<file path="src/rtl/fm_discrim_dec_pkg.sv">
// Shared definitions for the baseband demodulator family: mode encodings,
// accumulator sizing and a generic saturate-to-width helper.
package fm_discrim_dec_pkg;

   typedef enum logic {
      MODE_FM = 1'b0,
      MODE_AM = 1'b1
   } demod_mode_e;

   localparam int SAT_MAX_W = 128;

   function automatic int calc_acc_w(input int in_w, input int dec_w);
      return 2 * in_w + 1 + dec_w;
   endfunction

   // Clamp a wide signed value into the signed range of 'width' bits.
   function automatic logic signed [SAT_MAX_W-1:0] sat_to_width(
      input logic signed [SAT_MAX_W-1:0] val,
      input int                          width
   );
      logic signed [SAT_MAX_W-1:0] one;
      logic signed [SAT_MAX_W-1:0] hi;
      logic signed [SAT_MAX_W-1:0] lo;
      one = 1;
      hi  = (one <<< (width - 1)) - one;
      lo  = ~hi;
      if (val > hi) begin
         return hi;
      end
      if (val < lo) begin
         return lo;
      end
      return val;
   endfunction

endpackage

</file>
<file path="src/rtl/fm_discrim_dec_sat_shift.sv">
// Arithmetic right shift (floor) of the accumulator followed by saturation
// to the output width, with a flag raised whenever clipping occurred.
module fm_discrim_dec_sat_shift
   import fm_discrim_dec_pkg::*;
#(
   parameter int ACC_W = 45,
   parameter int OUT_W = 16
) (
   input  logic signed [ACC_W-1:0] acc,
   input  logic [5:0]              shift,
   output logic signed [OUT_W-1:0] sat_out,
   output logic                    ovf
);

   logic signed [ACC_W-1:0]     shifted;
   logic signed [SAT_MAX_W-1:0] wide;
   logic signed [SAT_MAX_W-1:0] clipped;

   always_comb begin
      shifted = acc >>> shift;
      wide    = {{(SAT_MAX_W-ACC_W){shifted[ACC_W-1]}}, shifted};
      clipped = sat_to_width(wide, OUT_W);
      sat_out = clipped[OUT_W-1:0];
      ovf     = (clipped != wide);
   end

endmodule

</file>
<file path="src/rtl/fm_discrim_dec.sv">
// FM cross-product discriminator / AM envelope detector with run-time
// integrate-and-dump decimation, scaling and saturation. Five register stages.
module fm_discrim_dec
   import fm_discrim_dec_pkg::*;
#(
   parameter int IN_W  = 18,
   parameter int OUT_W = 16,
   parameter int DEC_W = 8
) (
   input  logic                    clk_data,
   input  logic                    rst_n,
   input  logic                    clr,
   input  logic                    in_valid,
   input  logic signed [IN_W-1:0]  in_i,
   input  logic signed [IN_W-1:0]  in_q,
   input  logic                    mode,
   input  logic [DEC_W-1:0]        dec_ratio,
   input  logic [5:0]              out_shift,
   output logic signed [OUT_W-1:0] out_data,
   output logic                    out_valid,
   output logic                    sat_flag
);

   localparam int ACC_W = calc_acc_w(IN_W, DEC_W);
   localparam int P_W   = 2 * IN_W;
   localparam int D_W   = 2 * IN_W + 1;
   localparam logic signed [IN_W-1:0] IN_MAX = {1'b0, {(IN_W-1){1'b1}}};
   localparam logic signed [IN_W-1:0] IN_MIN = {1'b1, {(IN_W-1){1'b0}}};
   localparam logic [DEC_W-1:0]       ONE    = DEC_W'(1);

   function automatic logic signed [IN_W-1:0] sat_abs(input logic signed [IN_W-1:0] x);
      if (x == IN_MIN) begin
         return IN_MAX;
      end
      return (x < 0) ? -x : x;
   endfunction

   logic [DEC_W-1:0]       cnt, ratio_l, eff_in, cur_ratio;
   demod_mode_e            mode_l, cur_mode;
   logic                   is_first, is_last;
   logic signed [IN_W-1:0] hist_i, hist_q;
   logic                   primed;

   logic                   s1_v, s1_primed, s1_first, s1_last;
   logic signed [IN_W-1:0] s1_i, s1_q, s1_pi, s1_pq;
   demod_mode_e            s1_mode;

   logic signed [P_W-1:0]  prod_a, prod_b, s2_p1, s2_p2;
   logic signed [IN_W-1:0] s2_a, s2_b;
   logic                   s2_v, s2_first, s2_last;
   demod_mode_e            s2_mode;

   logic signed [IN_W-1:0] mag_hi, mag_lo;
   logic [D_W-1:0]         env;
   logic signed [D_W-1:0]  diff, d_next, s3_d;
   logic                   s3_v, s3_first, s3_last;

   logic signed [ACC_W-1:0] d_ext, acc;
   logic                    s4_dump;
   logic signed [OUT_W-1:0] sat_val;
   logic                    sat_ovf;

   // Block bookkeeping happens at the input so mode/ratio latch against the sample stream.
   always_comb begin
      eff_in    = (dec_ratio == '0) ? ONE : dec_ratio;
      is_first  = (cnt == '0);
      cur_ratio = is_first ? eff_in : ratio_l;
      cur_mode  = is_first ? demod_mode_e'(mode) : mode_l;
      is_last   = (cnt == cur_ratio - ONE);
   end

   always_ff @(posedge clk_data or negedge rst_n) begin
      if (!rst_n) begin
         cnt       <= '0;
         ratio_l   <= '0;
         mode_l    <= MODE_FM;
         hist_i    <= '0;
         hist_q    <= '0;
         primed    <= 1'b0;
         s1_v      <= 1'b0;
         s1_i      <= '0;
         s1_q      <= '0;
         s1_pi     <= '0;
         s1_pq     <= '0;
         s1_primed <= 1'b0;
         s1_mode   <= MODE_FM;
         s1_first  <= 1'b0;
         s1_last   <= 1'b0;
      end else if (clr) begin
         cnt    <= '0;
         hist_i <= '0;
         hist_q <= '0;
         primed <= 1'b0;
         s1_v   <= 1'b0;
      end else begin
         s1_v <= in_valid;
         if (in_valid) begin
            s1_i      <= in_i;
            s1_q      <= in_q;
            s1_pi     <= hist_i;
            s1_pq     <= hist_q;
            s1_primed <= primed;
            s1_mode   <= cur_mode;
            s1_first  <= is_first;
            s1_last   <= is_last;
            hist_i    <= in_i;
            hist_q    <= in_q;
            primed    <= 1'b1;
            cnt       <= is_last ? '0 : cnt + ONE;
            if (is_first) begin
               ratio_l <= eff_in;
               mode_l  <= cur_mode;
            end
         end
      end
   end

   always_comb begin
      prod_a = $signed({{IN_W{s1_pi[IN_W-1]}}, s1_pi}) * $signed({{IN_W{s1_q[IN_W-1]}}, s1_q});
      prod_b = $signed({{IN_W{s1_pq[IN_W-1]}}, s1_pq}) * $signed({{IN_W{s1_i[IN_W-1]}}, s1_i});
      if (!s1_primed) begin
         prod_a = '0;
         prod_b = '0;
      end
   end

   always_ff @(posedge clk_data or negedge rst_n) begin
      if (!rst_n) begin
         s2_v     <= 1'b0;
         s2_p1    <= '0;
         s2_p2    <= '0;
         s2_a     <= '0;
         s2_b     <= '0;
         s2_mode  <= MODE_FM;
         s2_first <= 1'b0;
         s2_last  <= 1'b0;
      end else begin
         s2_v     <= s1_v & ~clr;
         s2_p1    <= prod_a;
         s2_p2    <= prod_b;
         s2_a     <= sat_abs(s1_i);
         s2_b     <= sat_abs(s1_q);
         s2_mode  <= s1_mode;
         s2_first <= s1_first;
         s2_last  <= s1_last;
      end
   end

   always_comb begin
      mag_hi = (s2_a > s2_b) ? s2_a : s2_b;
      mag_lo = (s2_a > s2_b) ? s2_b : s2_a;
      env    = {{(IN_W+1){1'b0}}, mag_hi} + {{(IN_W+1){1'b0}}, (mag_lo >>> 1)};
      diff   = {s2_p1[P_W-1], s2_p1} - {s2_p2[P_W-1], s2_p2};
      d_next = (s2_mode == MODE_AM) ? env : diff;
   end

   always_ff @(posedge clk_data or negedge rst_n) begin
      if (!rst_n) begin
         s3_v     <= 1'b0;
         s3_d     <= '0;
         s3_first <= 1'b0;
         s3_last  <= 1'b0;
      end else begin
         s3_v     <= s2_v & ~clr;
         s3_d     <= d_next;
         s3_first <= s2_first;
         s3_last  <= s2_last;
      end
   end

   assign d_ext = {{(ACC_W-D_W){s3_d[D_W-1]}}, s3_d};

   always_ff @(posedge clk_data or negedge rst_n) begin
      if (!rst_n) begin
         acc     <= '0;
         s4_dump <= 1'b0;
      end else if (clr) begin
         acc     <= '0;
         s4_dump <= 1'b0;
      end else begin
         s4_dump <= s3_v & s3_last;
         if (s3_v) begin
            acc <= s3_first ? d_ext : acc + d_ext;
         end
      end
   end

   fm_discrim_dec_sat_shift #(
      .ACC_W (ACC_W),
      .OUT_W (OUT_W)
   ) u_sat_shift (
      .acc     (acc),
      .shift   (out_shift),
      .sat_out (sat_val),
      .ovf     (sat_ovf)
   );

   // out_data deliberately survives clr; only the strobe and sticky flag are cleared.
   always_ff @(posedge clk_data or negedge rst_n) begin
      if (!rst_n) begin
         out_data  <= '0;
         out_valid <= 1'b0;
         sat_flag  <= 1'b0;
      end else if (clr) begin
         out_valid <= 1'b0;
         sat_flag  <= 1'b0;
      end else begin
         out_valid <= s4_dump;
         if (s4_dump) begin
            out_data <= sat_val;
            if (sat_ovf) begin
               sat_flag <= 1'b1;
            end
         end
      end
   end

endmodule

</file>
<file path="config.mk">
export PLATFORM = sky130hd
export DESIGN_NAME = fm_discrim_dec
export DESIGN_NICKNAME = d
export VERILOG_FILES = /design/src/rtl/fm_discrim_dec_pkg.sv /design/src/rtl/fm_discrim_dec_sat_shift.sv /design/src/rtl/fm_discrim_dec.sv
export SDC_FILE = /design/constraint.sdc
export NUM_CORES = 2
export LEC_CHECK = 0
export CELL_PAD_IN_SITES_DETAIL_PLACEMENT = 0
export CELL_PAD_IN_SITES_GLOBAL_PLACEMENT = 1
export CORE_AREA = 2 2 433 435
export DETAILED_ROUTE_END_ITERATION = 12
export DIE_AREA = 0 0 435 437
export GPL_TIMING_DRIVEN = 0
export PLACE_DENSITY_LB_ADDON = 0.1
export SLEW_MARGIN = 25
export SYNTH_ARGS = -nofsm -noshare
export SYNTH_HDL_FRONTEND = slang
export SYNTH_SLANG_ARGS = --single-unit
</file>
<file path="constraint.sdc">
create_clock -name clk_data -period 6.2 [get_ports clk_data]
set_clock_uncertainty 0.15 [all_clocks]
set_input_delay 1.55 -clock clk_data [delete_from_list [all_inputs] [get_ports clk_data]]
set_output_delay 1.55 -clock clk_data [all_outputs]
set_load 0.01 [all_outputs]
</file>
==> impl_results.rst <==
.. list-table::
   :header-rows: 1

   * - Metric
     - Value
   * - Sequential share of the synthesized area
     - 18.8%
   * - Final count of negative-setup-slack endpoints
     - 17
   * - PwrDens
     - 626 nW/um2
   * - Post-route total power
     - 35.6 mW
   * - Final min period
     - 6.61 ns
   * - Mapped Avg Cell Area
     - 9.21 um2
   * - Critical path peak fanout
     - 6
   * - Relative area change from synthesis to final layout
     - 23.1%
   * - Failing checks
     - setup timing
   * - Die area
     - 190000 um2
   * - Maximum ir drop on the vdd rail
     - 0.000648 V
   * - Mapped Nets
     - 6042
   * - Final critical-path setup slack
     - -0.415 ns
   * - Number of enable-type register cells in the synthesized netlist
     - 0
   * - I/O pin cnt
     - 73
   * - Post-synth top flop
     - sky130_fd_sc_hd__dfrtp_1
   * - CTS H-Tree Depth
     - 2
   * - Initial antenna violation count
     - 9
   * - Post-detailed-routing wire length
     - 181 mm
   * - Number of input and output port buffers inserted
     - 70
   * - Width of the die
     - 435 um
   * - Unrepaired setup endpoints after global routing
     - true
   * - Via count of the first global-routing pass
     - 38100
   * - Via count
     - 35800
   * - Placeable Area
     - 185000 um2
   * - Share of flip-flops with an asynchronous set or reset
     - 100%
   * - Wire length of the first global-routing pass
     - 267 mm
   * - Leakage power figure
     - 26.5 nW
   * - CP required
     - 6.58 ns
   * - Total number of clock tree sinks
     - 347
   * - Clock buffer count from CTS
     - 47
   * - Post-CTS Hold Fix Bufs
     - 0
   * - Syn. warnings
     - 0
   * - Row count
     - 158
   * - Latest clock arrival within the worst-skew pair
     - 0.61 ns
   * - First-iteration detailed-routing DRC count
     - 1979
   * - Share of the cycle needed by the critical path after routing
     - 107%
   * - Kind of critical path
     - flip-flop to flip-flop
   * - Largest stage delay on the critical path
     - 0.57 ns
   * - Root cell of the clock tree
     - sky130_fd_sc_hd__clkbuf_16
   * - Die boundary height
     - 437 um
   * - Most area-consuming cells after synthesis
     - sky130_fd_sc_hd__fa_1 29%, sky130_fd_sc_hd__dfrtp_1 19%, sky130_fd_sc_hd__ha_1 8.3%
   * - Slowest cell on crit path
     - sky130_fd_sc_hd__fa_1
   * - TritonCTS clock tree
     - done
   * - Final estimated routing congestion in global placement
     - 0.834
   * - Path type of the worst min-delay path
     - flip-flop to flip-flop
   * - Total Routing Usage GR
     - 18.9%
   * - Commonest cells after routing, fill and taps aside
     - 754 x sky130_fd_sc_hd__inv_1, 625 x sky130_fd_sc_hd__fa_1, 551 x sky130_fd_sc_hd__nand2_1
   * - Initial Util
     - 25.0%
   * - Data arrival time at the worst-slack endpoint
     - 7.00 ns
   * - Vias per cell
     - 4.55
   * - Post-DP HPWL
     - 143 mm
   * - Maximum clock frequency
     - 0.151 GHz
   * - DRC violations left
     - 0
   * - Mean routed wirelength per cell
     - 23.0 um
   * - CP Capture Type
     - flip-flop
   * - Max cap viols
     - 0
   * - Outcome
     - complete, but fails checks
   * - Fraction of layout instances using a drive strength above 1
     - 17.9%
   * - Cell area after technology mapping
     - 46200 um2
   * - Most common cell on crit path
     - sky130_fd_sc_hd__fa_1
   * - CP Cell Sequence
     - buf_12, clkbuf_16, and2_1, fa_1, fa_1, fa_1, fa_1, fa_1, inv_1, fa_1, inv_2, ha_4, a21o_1, a21oi_2, o221a_2, o21ai_2, a31oi_4, a21oi_4, or4b_4, a31oi_4, xnor2_4, nor2_4
   * - Area share of the largest cell type after synthesis
     - 28.6%
   * - Leading area contributor after synthesis
     - sky130_fd_sc_hd__fa_1
   * - Flops & latches, synth
     - 347
   * - Worst max-slew margin expressed relative to the limit
     - 28.1%
   * - Maximum number of pins on one net before global-route repair
     - 81
   * - Remaining global-route overflow
     - 0
   * - Clock-pin transition on the worst setup and hold timing paths
     - 0.06 ns
   * - DR pass1 iterations
     - 6
   * - Final Hold Viols
     - 0
   * - Instance count of the mapped netlist
     - 5018
   * - Layout net count
     - 6361
   * - Final max-slew violation count
     - 0
   * - Most common cell after layout, fill and taps aside
     - sky130_fd_sc_hd__inv_1
   * - Final core area utilization
     - 30.7%
   * - Maximum buffer depth of the clock tree
     - 3
   * - Launching element type of the critical path
     - flip-flop
   * - Detail Route Antenna Nets
     - 0
   * - Count of different cell masters after synthesis
     - 85
   * - Worst-margin pin slew
     - 1.08 ns
-- report_power, final --
part           switching [mW]  internal, mW
clock                    1.20          1.78
sequential              0.424          2.77
combinational            16.8          12.7
-- routing by layer --
| metal | track usage (%) | part of all wire (%) | vias to the layer above |
|---|---|---|---|
| met2 | 31.4 | 47 | 518 |
| met3 | 1.24 | 2.3 | 128 |
| met5 | 0 | 0 | - |
| met1 | 27.4 | 49 | 18400 |
| li1 | - | - | 16800 |
| met4 | 2.72 | 1.4 | 0 |
-- logic make-up (layout without fill, tap and decap cells) --
| kind of cell | count (synthesis) | after routing | share of synthesized area [%] |
|---|---|---|---|
| buffers and inverters | 1075 | 1431 | 8.85 |
| other | 0 | 10 | 0 |
| multiplexers | 235 | 235 | 6.56 |
| flip-flops | 347 | 347 | 18.8 |
| AND/OR/NAND/NOR | 1512 | 1512 | 15.6 |
| XOR/XNOR | 165 | 165 | 3.13 |
| adder cells (fa/ha/maj) | 969 | 969 | 37.0 |
| AO/OA/AOI/OAI | 715 | 715 | 10.1 |
-- cell type report --
class	instances	area, um2
Buffer	222	2420
Clock inverter	23	343
Fill cell	19700	128000
Tap cell	2480	3100
Multi-Input combinational cell	3596	34900
Sequential cell	347	8770
Clock buffer	63	1340
Inverter	825	3130
Timing Repair Buffer	298	2810
Antenna cell	10	25.0
-- flip-flops by register name (all words and copies together) (netlist names), 8 cells and up --
register  cells
acc          45
s2_p1        36
hist_q       18
s1_pi        18
s2_b         18
s2_p2        36
hist_i       18
s1_q         18
cnt           8
out_data     16
s3_d         37
s2_a         18
s1_i         18
ratio_l       8
s1_pq        18
-- cell usage after synthesis (12+ instances only) --
| cell | instances |
|---|---|
| sky130_fd_sc_hd__o211ai_1 | 43 |
| sky130_fd_sc_hd__nor3_1 | 61 |
| sky130_fd_sc_hd__a21o_1 | 85 |
| sky130_fd_sc_hd__clkbuf_1 | 212 |
| sky130_fd_sc_hd__or3_1 | 17 |
| sky130_fd_sc_hd__nand4_1 | 21 |
| sky130_fd_sc_hd__mux4_2 | 43 |
| sky130_fd_sc_hd__a21oi_1 | 160 |
| sky130_fd_sc_hd__o21a_1 | 24 |
| sky130_fd_sc_hd__nor4_1 | 12 |
| sky130_fd_sc_hd__o21bai_1 | 13 |
| sky130_fd_sc_hd__nor2b_1 | 23 |
| sky130_fd_sc_hd__nand2_1 | 574 |
| sky130_fd_sc_hd__buf_2 | 14 |
| sky130_fd_sc_hd__and3_1 | 21 |
| sky130_fd_sc_hd__and2_1 | 349 |
| sky130_fd_sc_hd__xnor2_1 | 80 |
| sky130_fd_sc_hd__ha_1 | 308 |
| sky130_fd_sc_hd__nand2b_1 | 40 |
| sky130_fd_sc_hd__o31ai_1 | 28 |
| sky130_fd_sc_hd__dfrtp_1 | 347 |
| sky130_fd_sc_hd__nor2_1 | 295 |
| sky130_fd_sc_hd__a211oi_1 | 38 |
| sky130_fd_sc_hd__fa_1 | 661 |
| sky130_fd_sc_hd__nor3b_1 | 12 |
| sky130_fd_sc_hd__a31oi_1 | 22 |
| sky130_fd_sc_hd__mux2_2 | 105 |
| sky130_fd_sc_hd__o22a_1 | 15 |
| sky130_fd_sc_hd__nand3_1 | 50 |
| sky130_fd_sc_hd__mux2i_1 | 86 |
| sky130_fd_sc_hd__buf_1 | 19 |
| sky130_fd_sc_hd__xor2_1 | 85 |
| sky130_fd_sc_hd__o21ai_0 | 178 |
| sky130_fd_sc_hd__inv_1 | 818 |
-- path summary, 6_finish.rpt --
| path | startpoint | to | slack [ns] | cells past startpoint |
|---|---|---|---|---|
| max in group asynchronous | rst_n | s1_pi[8] | 3.51 | 4 |
| hold reg to reg | s2_first | s3_first | 0.20 | 0 |
| min in group asynchronous | rst_n | acc[36] | 0.67 | 1 |
| hold / removal | s2_first | s3_first | 0.20 | 0 |
| setup reg to reg | s1_pi[2] | s2_p1[35] | -0.41 | 22 |
| setup / recovery | s1_pi[2] | s2_p1[35] | -0.41 | 22 |
-- critical path, delay by kind of cell (launching register included) --
| kind | cells | cell delay, ns |
|---|---|---|
| and+or+nand+nor | 3 | 0.89 |
| DFF | 1 | 0.49 |
| AOI/OAI and AO/OA | 7 | 1.16 |
| adders and majority gates | 7 | 3.26 |
| buffers and inverters | 4 | 0.43 |
| xor gates and xnor gates | 1 | 0.11 |
-- stage by stage --
stage / hold WS [ns] / worst slack [ns] / instances / cell area, um2 / setup TNS [ns]
2_1_floorplan: 0.181 / -0.0196 / 5018 / 46500 / -0.0196
3_5_place_dp: 0.188 / -2.54 / 7574 / 50500 / -70.56
3_3_place_gp: 0.189 / -13.73 / 7568 / 50300 / -4787.50
6_report: 0.200 / -0.415 / 7864 / 56900 / -3.44
4_1_cts: 0.202 / -0.481 / 7795 / 55800 / -5.26
5_1_grt: 0.219 / -0.592 / 7855 / 56900 / -7.69
-- timing repair --
item                       4_1_cts  5_1_grt
buffers inserted               162       63
cloned                           2        0
pin swaps                      135      185
setup endpoints to repair       47       51
resized for setup              557      203
(Power assumes the default switching activity.)
